--- src/rtl/mem_init_engine_if.sv ---
// Purpose: bus bundle between the memory-init engine and its environment.
//   slave  : engine side (erase request, ioctl download, CPU port in; RAM port and status out)
//   master : environment side (drives requests, observes RAM port and status)
interface mem_init_engine_if #(
  parameter int unsigned ADDR_W = 16,
  parameter int unsigned DATA_W = 8
);
  // control inputs to the engine
  logic              ext_reset;
  logic              erase_req;
  // HPS ioctl download port
  logic              ioctl_download;
  logic [7:0]        ioctl_index;
  logic              ioctl_wr;
  logic [24:0]       ioctl_addr;
  logic [DATA_W-1:0] ioctl_dout;
  // CPU port
  logic [ADDR_W-1:0] cpu_a;
  logic              cpu_we_n;
  logic [DATA_W-1:0] cpu_d;
  // RAM port
  logic [ADDR_W-1:0] mem_a;
  logic              mem_we;
  logic [DATA_W-1:0] mem_d;
  // status
  logic              busy;
  logic              erase_done;
  logic              sys_reset;

  modport slave (
    input  ext_reset, erase_req,
    input  ioctl_download, ioctl_index, ioctl_wr, ioctl_addr, ioctl_dout,
    input  cpu_a, cpu_we_n, cpu_d,
    output mem_a, mem_we, mem_d,
    output busy, erase_done, sys_reset
  );

  modport master (
    output ext_reset, erase_req,
    output ioctl_download, ioctl_index, ioctl_wr, ioctl_addr, ioctl_dout,
    output cpu_a, cpu_we_n, cpu_d,
    input  mem_a, mem_we, mem_d,
    input  busy, erase_done, sys_reset
  );
endinterface

--- src/rtl/mem_init_engine.sv ---
// Purpose: memory-initialisation front end for the main RAM port. Arbitrates
//   a region erase engine, ioctl download writes and CPU accesses (priority in
//   that order) and generates the stretched console reset.
// Ports:
//   clk_sys  - system clock
//   reset_n  - asynchronous active-low reset
//   bus      - mem_init_engine_if.slave: ext_reset, erase_req, ioctl_*, cpu_*
//              in; mem_a/mem_we/mem_d, busy, erase_done, sys_reset out
module mem_init_engine #(
  parameter int unsigned       ADDR_W      = 16,
  parameter int unsigned       DATA_W      = 8,
  parameter logic [ADDR_W-1:0] ERASE_START = ADDR_W'('h7000),
  parameter logic [ADDR_W-1:0] ERASE_END   = ADDR_W'('hFFFF),
  parameter logic [DATA_W-1:0] FILL        = '0,
  parameter logic [ADDR_W-1:0] BASE0       = ADDR_W'('h0000),
  parameter logic [ADDR_W-1:0] BASE1       = ADDR_W'('hC000),
  parameter int unsigned       RESET_HOLD  = 255
) (
  input  logic             clk_sys,
  input  logic             reset_n,
  mem_init_engine_if.slave bus
);

  localparam int unsigned CNT_W = $clog2(RESET_HOLD + 1);

  typedef enum logic [1:0] {
    ST_IDLE  = 2'd0,
    ST_ERASE = 2'd1,
    ST_DONE  = 2'd2
  } state_t;

  state_t            r_state;
  logic [ADDR_W-1:0] r_ea;
  logic              r_busy;
  logic              r_done;
  logic              r_req_q;

  logic              r_dl_wr;
  logic [ADDR_W-1:0] r_dl_a;
  logic [DATA_W-1:0] r_dl_d;

  logic [CNT_W-1:0]  r_cnt;

  logic              w_rise;
  logic [ADDR_W-1:0] w_base;
  logic [ADDR_W-1:0] w_dl_a;
  logic              w_hold;

  // Only the low ADDR_W bits of the download address reach the RAM.
  if (ADDR_W < 25) begin : g_addr_unused
    logic w_unused_addr_hi;
    assign w_unused_addr_hi = ^bus.ioctl_addr[24:ADDR_W];
  end

  assign w_rise = bus.erase_req & ~r_req_q;

  // Erase FSM. The end compare happens before the increment so an erase that
  // ends at the top address never wraps back to zero.
  always_ff @(posedge clk_sys or negedge reset_n) begin
    if (!reset_n) begin
      r_state <= ST_IDLE;
      r_ea    <= '0;
      r_busy  <= 1'b0;
      r_done  <= 1'b0;
      r_req_q <= 1'b0;
    end else begin
      r_req_q <= bus.erase_req;
      case (r_state)
        ST_IDLE: begin
          r_done <= 1'b0;
          // A rise during a download is dropped, not deferred.
          if (w_rise && !bus.ioctl_download) begin
            r_state <= ST_ERASE;
            r_ea    <= ERASE_START;
            r_busy  <= 1'b1;
          end
        end
        ST_ERASE: begin
          if (bus.ioctl_download) begin
            // Download takes over: abandon the erase without a done pulse.
            r_state <= ST_IDLE;
            r_busy  <= 1'b0;
          end else if (r_ea == ERASE_END) begin
            r_state <= ST_DONE;
            r_done  <= 1'b1;
          end else begin
            r_ea <= r_ea + ADDR_W'(1);
          end
        end
        ST_DONE: begin
          r_state <= ST_IDLE;
          r_busy  <= 1'b0;
          r_done  <= 1'b0;
        end
        default: begin
          r_state <= ST_IDLE;
          r_busy  <= 1'b0;
          r_done  <= 1'b0;
        end
      endcase
    end
  end

  // Download stage: slot 0 and the other slots map to separate base offsets.
  assign w_base = (bus.ioctl_index == 8'd0) ? BASE0 : BASE1;
  assign w_dl_a = bus.ioctl_addr[ADDR_W-1:0] + w_base;

  always_ff @(posedge clk_sys or negedge reset_n) begin
    if (!reset_n) begin
      r_dl_wr <= 1'b0;
      r_dl_a  <= '0;
      r_dl_d  <= '0;
    end else begin
      r_dl_wr <= bus.ioctl_wr;
      r_dl_a  <= w_dl_a;
      r_dl_d  <= bus.ioctl_dout;
    end
  end

  // Reset stretch: reload while any source is active, then count down.
  assign w_hold = bus.ext_reset | bus.ioctl_download | r_busy;

  always_ff @(posedge clk_sys or negedge reset_n) begin
    if (!reset_n) begin
      r_cnt <= CNT_W'(RESET_HOLD);
    end else if (w_hold) begin
      r_cnt <= CNT_W'(RESET_HOLD);
    end else if (r_cnt != '0) begin
      r_cnt <= r_cnt - CNT_W'(1);
    end
  end

  // RAM port mux over registered sources; CPU writes are suppressed while the
  // engine is busy (including the DONE cycle).
  always_comb begin
    bus.mem_a  = bus.cpu_a;
    bus.mem_d  = bus.cpu_d;
    bus.mem_we = ~bus.cpu_we_n;
    if (r_state == ST_ERASE) begin
      bus.mem_a  = r_ea;
      bus.mem_d  = FILL;
      bus.mem_we = 1'b1;
    end else if (bus.ioctl_download) begin
      bus.mem_a  = r_dl_a;
      bus.mem_d  = r_dl_d;
      bus.mem_we = r_dl_wr;
    end else if (r_busy) begin
      bus.mem_we = 1'b0;
    end
  end

  assign bus.busy       = r_busy;
  assign bus.erase_done = r_done;
  assign bus.sys_reset  = w_hold | (r_cnt != '0);

endmodule

--- src/flat_wrapper.sv ---
// flat-port wrapper written by rule: the top's interface ports become plain ports
module mem_init_engine_flat 
#(
  parameter int unsigned       ADDR_W      = 16,
  parameter int unsigned       DATA_W      = 8,
  parameter logic [ADDR_W-1:0] ERASE_START = ADDR_W'('h7000),
  parameter logic [ADDR_W-1:0] ERASE_END   = ADDR_W'('hFFFF),
  parameter logic [DATA_W-1:0] FILL        = '0,
  parameter logic [ADDR_W-1:0] BASE0       = ADDR_W'('h0000),
  parameter logic [ADDR_W-1:0] BASE1       = ADDR_W'('hC000),
  parameter int unsigned       RESET_HOLD  = 255
)
  (clk_sys, reset_n, bus_ext_reset, bus_erase_req, bus_ioctl_download, bus_ioctl_index, bus_ioctl_wr, bus_ioctl_addr, bus_ioctl_dout, bus_cpu_a, bus_cpu_we_n, bus_cpu_d, bus_mem_a, bus_mem_we, bus_mem_d, bus_busy, bus_erase_done, bus_sys_reset);
  mem_init_engine_if #(.ADDR_W(ADDR_W), .DATA_W(DATA_W)) bus_i ();
  input  logic clk_sys;
  input  logic reset_n;
  input wire logic [$bits(bus_i.ext_reset)-1:0] bus_ext_reset;
  input wire logic [$bits(bus_i.erase_req)-1:0] bus_erase_req;
  input wire logic [$bits(bus_i.ioctl_download)-1:0] bus_ioctl_download;
  input wire logic [$bits(bus_i.ioctl_index)-1:0] bus_ioctl_index;
  input wire logic [$bits(bus_i.ioctl_wr)-1:0] bus_ioctl_wr;
  input wire logic [$bits(bus_i.ioctl_addr)-1:0] bus_ioctl_addr;
  input wire logic [$bits(bus_i.ioctl_dout)-1:0] bus_ioctl_dout;
  input wire logic [$bits(bus_i.cpu_a)-1:0] bus_cpu_a;
  input wire logic [$bits(bus_i.cpu_we_n)-1:0] bus_cpu_we_n;
  input wire logic [$bits(bus_i.cpu_d)-1:0] bus_cpu_d;
  output wire logic [$bits(bus_i.mem_a)-1:0] bus_mem_a;
  output wire logic [$bits(bus_i.mem_we)-1:0] bus_mem_we;
  output wire logic [$bits(bus_i.mem_d)-1:0] bus_mem_d;
  output wire logic [$bits(bus_i.busy)-1:0] bus_busy;
  output wire logic [$bits(bus_i.erase_done)-1:0] bus_erase_done;
  output wire logic [$bits(bus_i.sys_reset)-1:0] bus_sys_reset;
  assign bus_i.ext_reset = bus_ext_reset;
  assign bus_i.erase_req = bus_erase_req;
  assign bus_i.ioctl_download = bus_ioctl_download;
  assign bus_i.ioctl_index = bus_ioctl_index;
  assign bus_i.ioctl_wr = bus_ioctl_wr;
  assign bus_i.ioctl_addr = bus_ioctl_addr;
  assign bus_i.ioctl_dout = bus_ioctl_dout;
  assign bus_i.cpu_a = bus_cpu_a;
  assign bus_i.cpu_we_n = bus_cpu_we_n;
  assign bus_i.cpu_d = bus_cpu_d;
  assign bus_mem_a = bus_i.mem_a;
  assign bus_mem_we = bus_i.mem_we;
  assign bus_mem_d = bus_i.mem_d;
  assign bus_busy = bus_i.busy;
  assign bus_erase_done = bus_i.erase_done;
  assign bus_sys_reset = bus_i.sys_reset;
  mem_init_engine #(.ADDR_W(ADDR_W), .DATA_W(DATA_W), .ERASE_START(ERASE_START), .ERASE_END(ERASE_END), .FILL(FILL), .BASE0(BASE0), .BASE1(BASE1), .RESET_HOLD(RESET_HOLD)) u_core (.clk_sys(clk_sys), .reset_n(reset_n), .bus(bus_i));
endmodule
--- config.mk ---
export PLATFORM = sky130hd
export DESIGN_NAME = mem_init_engine_flat
export DESIGN_NICKNAME = d
export VERILOG_FILES = /design/src/rtl/mem_init_engine_if.sv /design/src/rtl/mem_init_engine.sv /design/src/flat_wrapper.sv
export SDC_FILE = /design/constraint.sdc
export NUM_CORES = 1
export LEC_CHECK = 0
export ABC_AREA = 1
export ABC_CLOCK_PERIOD_IN_PS = 1600
export CELL_PAD_IN_SITES_DETAIL_PLACEMENT = 1
export CELL_PAD_IN_SITES_GLOBAL_PLACEMENT = 2
export CORE_UTILIZATION = 22
export CTS_BUF_LIST = sky130_fd_sc_hd__clkbuf_16
export DETAILED_ROUTE_END_ITERATION = 16
export PLACE_DENSITY = 0.84
export SYNTH_ARGS = -nofsm -noshare
export SYNTH_HDL_FRONTEND = slang
export SYNTH_SLANG_ARGS = --single-unit
--- constraint.sdc ---
create_clock -name clk_sys -period 1.6 [get_ports clk_sys]
set_clock_uncertainty 0.1 [all_clocks]
set_input_delay 0.16 -clock clk_sys [delete_from_list [all_inputs] [get_ports clk_sys]]
set_output_delay 0.16 -clock clk_sys [all_outputs]
set_load 0.01 [all_outputs]
==> results.ini <==
[clock_tree]
clk_latency_ns = 0.30
clock_path_buffers = 2
cts_max_level = 2
cts_tree = done
clk_pin_slew_ns = 0.07
cts_root_buf = clkbuf_16
clock_sinks = 54
cts_buffers = 5

[worst_setup_path]
endpoint_kind = primary output
worstReg2RegStart = u_core.r_state[0]
critical_path.endpoint = bus_mem_a[11]
worstPathMaxFanout = 6
cp.required_ns = 1.34
crit_type = flop to primary output
reg2reg_depth = 9
crit_start = u_core.r_state[0]
r2r-end = u_core.r_ea[12]
critPathArrivalTime_ns = 1.46
cp-start-kind = flop
rrSetupSlack_ns = -0.11

[detailed_routing]
wl_per_cell_um = 14.6
firstDrtPassIters = 4
drtIter0Drc = 84
routed_wl_um = 9890
route.vias.total = 2962
drc_errors = 0
ant_nets = 0
vias_per_cell = 4.39

[pwr]
ir_drop_v = 0.000642
p_sw_uw = 2030
pwr-share-clk = 0.197
leakage_uw = 0.00200
p_int_uw = 3400
p_per_area_nw_per_um2 = 1170
total_power_uw = 5430
p_sw_frac = 0.374
p_comb_frac = 0.504
seq_power_share = 0.299

[layout]
multiInputGateArea_um2 = 1440
fin_area_um2 = 4620
drive_above_1_share = 0.310
stdcell_count = 675
antenna_cells = 0
fin_nets = 578
fillers = 1543
layout_commonest_cell = nand2_1
synthToLayoutAreaGrowth_pct = 62.8
final_cell_mix = 99 x nand2_1, 63 x clkdlybuf4s50_1, 45 x dfrtp_1, 42 x buf_4, 41 x nor2_1
register_area_um2 = 1360

[job]
max-cap-violations = 0

[timing]
drv_slew = 0
max_freq_mhz = 583
slew_headroom = 0.721
worst_slew_pin_slew_ns = 0.418
rsz0062_at_grt = yes
post-route-period-util = 1.07
fin_crit_ns = 1.72
setup_viol = 41
finalHoldViolCount = 0
fin_ws_ns = -0.116

[placement]
io_buffers = 90
placed_cell_area_um2 = 4310
post-dp-hpwl_um = 7430
placed_cells = 658
dp_slack_ns = -0.475
globalplace.congestion = 0.789

[global_routing]
grt_overflow = 0
grt_pass1_wl_um = 15600
antenna_found_initial = 0
grt_start_max_net_pins = 21
grtUsageTotal = 0.152
grt_pass1_vias = 3129

[die]
coreArea_um2 = 12600
ios = 100
rows = 41
die_area_um2 = 13400
initial_core_util = 0.225
die_h_um = 116
dieWidth_um = 116

[synth]
yosys-top-cells-area = dfrtp_1 41%, nand2_1 14%, dfstp_2 7.4%, nor2_1 6.2%, a21oi_1 5.1%
yosysSeqAreaShare = 0.480
synth.ff_latch_count = 54
avgSynthCellArea_um2 = 7.84
syn_area_um2 = 2840
synth.largest_area_cell = dfrtp_1
synth_nets = 438
ys_warn_count = 0
synth_edf_count = 0
async_reset_ff_frac = 1.00
syn_inst = 362
synth_ff_type = dfrtp_1
yosys.cell_types.count = 33
yosysTopAreaCellShare = 0.405

[hold_path]
hp-class = input port to flop

[run_status]
status = complete, but fails checks
violations = negative setup slack

[routing by layer]
| metal | vias up | part of all wire | track usage |
|---|---|---|---|
| li1 | 1450 | - | - |
| met4 | 0 | 0.015 | 0.0450 |
| met2 | 56 | 0.54 | 0.279 |
| met1 | 1447 | 0.41 | 0.177 |
| met5 | - | 0 | 0 |
| met3 | 9 | 0.035 | 0.0293 |
[per-stage QoR]
step	setup TNS [ns]	utilization	hold WS (ns)
2_1_floorplan	0	-	-0.236
3_3_place_gp	-14.05	0.341	0.0159
3_5_place_dp	-15.51	0.341	0.0213
4_1_cts	-1.90	0.349	0.192
5_1_grt	-5.73	0.366	0.197
6_report	-2.89	0.366	0.201
[flip-flops by register name, indices dropped and copies added, names as in the netlist]
signal / flops
u_core.r_dl_a: 16
u_core.r_ea: 16
u_core.r_cnt: 8
u_core.r_dl_d: 8
u_core.r_state: 2
u_core.bus.busy: 1
u_core.bus.erase_done: 1
u_core.r_dl_wr: 1
u_core.r_req_q: 1
[power by group through the flow]
stage / Combinational, µW / Clock, µW / Sequential (µW)
floorplan: 1110 / 0 / 1620
global placement: 2490 / 0 / 1630
detailed placement: 2550 / 0 / 1640
CTS: 2410 / 1110 / 1620
global route: 2960 / 1130 / 1640
finish: 2740 / 1070 / 1620
[synthesized netlist by cell type, types with 2 or more instances]
| cell | number |
|---|---|
| xor2_1 | 5 |
| inv_2 | 4 |
| a31oi_1 | 2 |
| buf_2 | 4 |
| nor2_1 | 47 |
| o22ai_1 | 2 |
| dfstp_2 | 8 |
| inv_1 | 27 |
| dfrtp_1 | 46 |
| o21ai_0 | 13 |
| nand3_1 | 15 |
| a21oi_1 | 29 |
| buf_6 | 2 |
| nor4_1 | 2 |
| nand2_1 | 103 |
| o31ai_1 | 3 |
| ha_1 | 4 |
| a22oi_1 | 7 |
| clkbuf_1 | 6 |
| nor3_1 | 2 |
| o21ai_2 | 9 |
| o21ai_1 | 4 |
| nand3b_1 | 2 |
| nand4_1 | 3 |
| nand2_2 | 5 |
[cell type report]
class / count / area share
flip-flops and latches: 54 / 0.295
clock inverters: 3 / 0.00271
multi-input cells: 264 / 0.312
repair buffers: 146 / 0.289
clock buffers: 5 / 0.0271
inverters: 31 / 0.0284
well taps: 172 / 0.0465
[worst min path at each step]
stage | from | to | slack [ns] | cells past startpoint
3_5_place_dp | reset_n | u_core.r_dl_a[5] | 0.02 | 1
2_1_floorplan | reset_n | u_core.bus.busy | -0.24 | 0
6_report | bus_ioctl_dout[5] | u_core.r_dl_d[5] | 0.20 | 1
5_1_grt | bus_ioctl_addr[12] | u_core.r_dl_a[12] | 0.20 | 1
3_3_place_gp | reset_n | u_core.r_dl_a[5] | 0.02 | 1
4_1_cts | bus_ioctl_addr[7] | u_core.r_dl_a[7] | 0.19 | 1
[logic make-up after synthesis]
group / synth area share
compound gates: 0.147
simple gates: 0.275
buf+inv: 0.0652
flops: 0.480
xor+xnor: 0.0154
fa+ha+maj: 0.0176
[worst max-delay path, cell delays in order, from the launching register on]
cell and delay [ns]:
dfrtp_1 0.41, nand2_4 0.14, clkinv_8 0.10, buf_12 0.14, buf_6 0.12, nand2_2 0.05, o21ai_1 0.06, buf_2 0.14
[what timing repair did]
| action | CTS | global route |
|---|---|---|
| gates cloned | 1 | 2 |
| endpoints found under the hold margin | 14 | 0 |
| pin swaps | 5 | 5 |
| setup endpoints to repair | 42 | 46 |
| gates resized for setup | 126 | 37 |
| buffers inserted | 2 | 4 |
| hold buffers | 1 | 0 |
(Power assumes the default switching activity.)
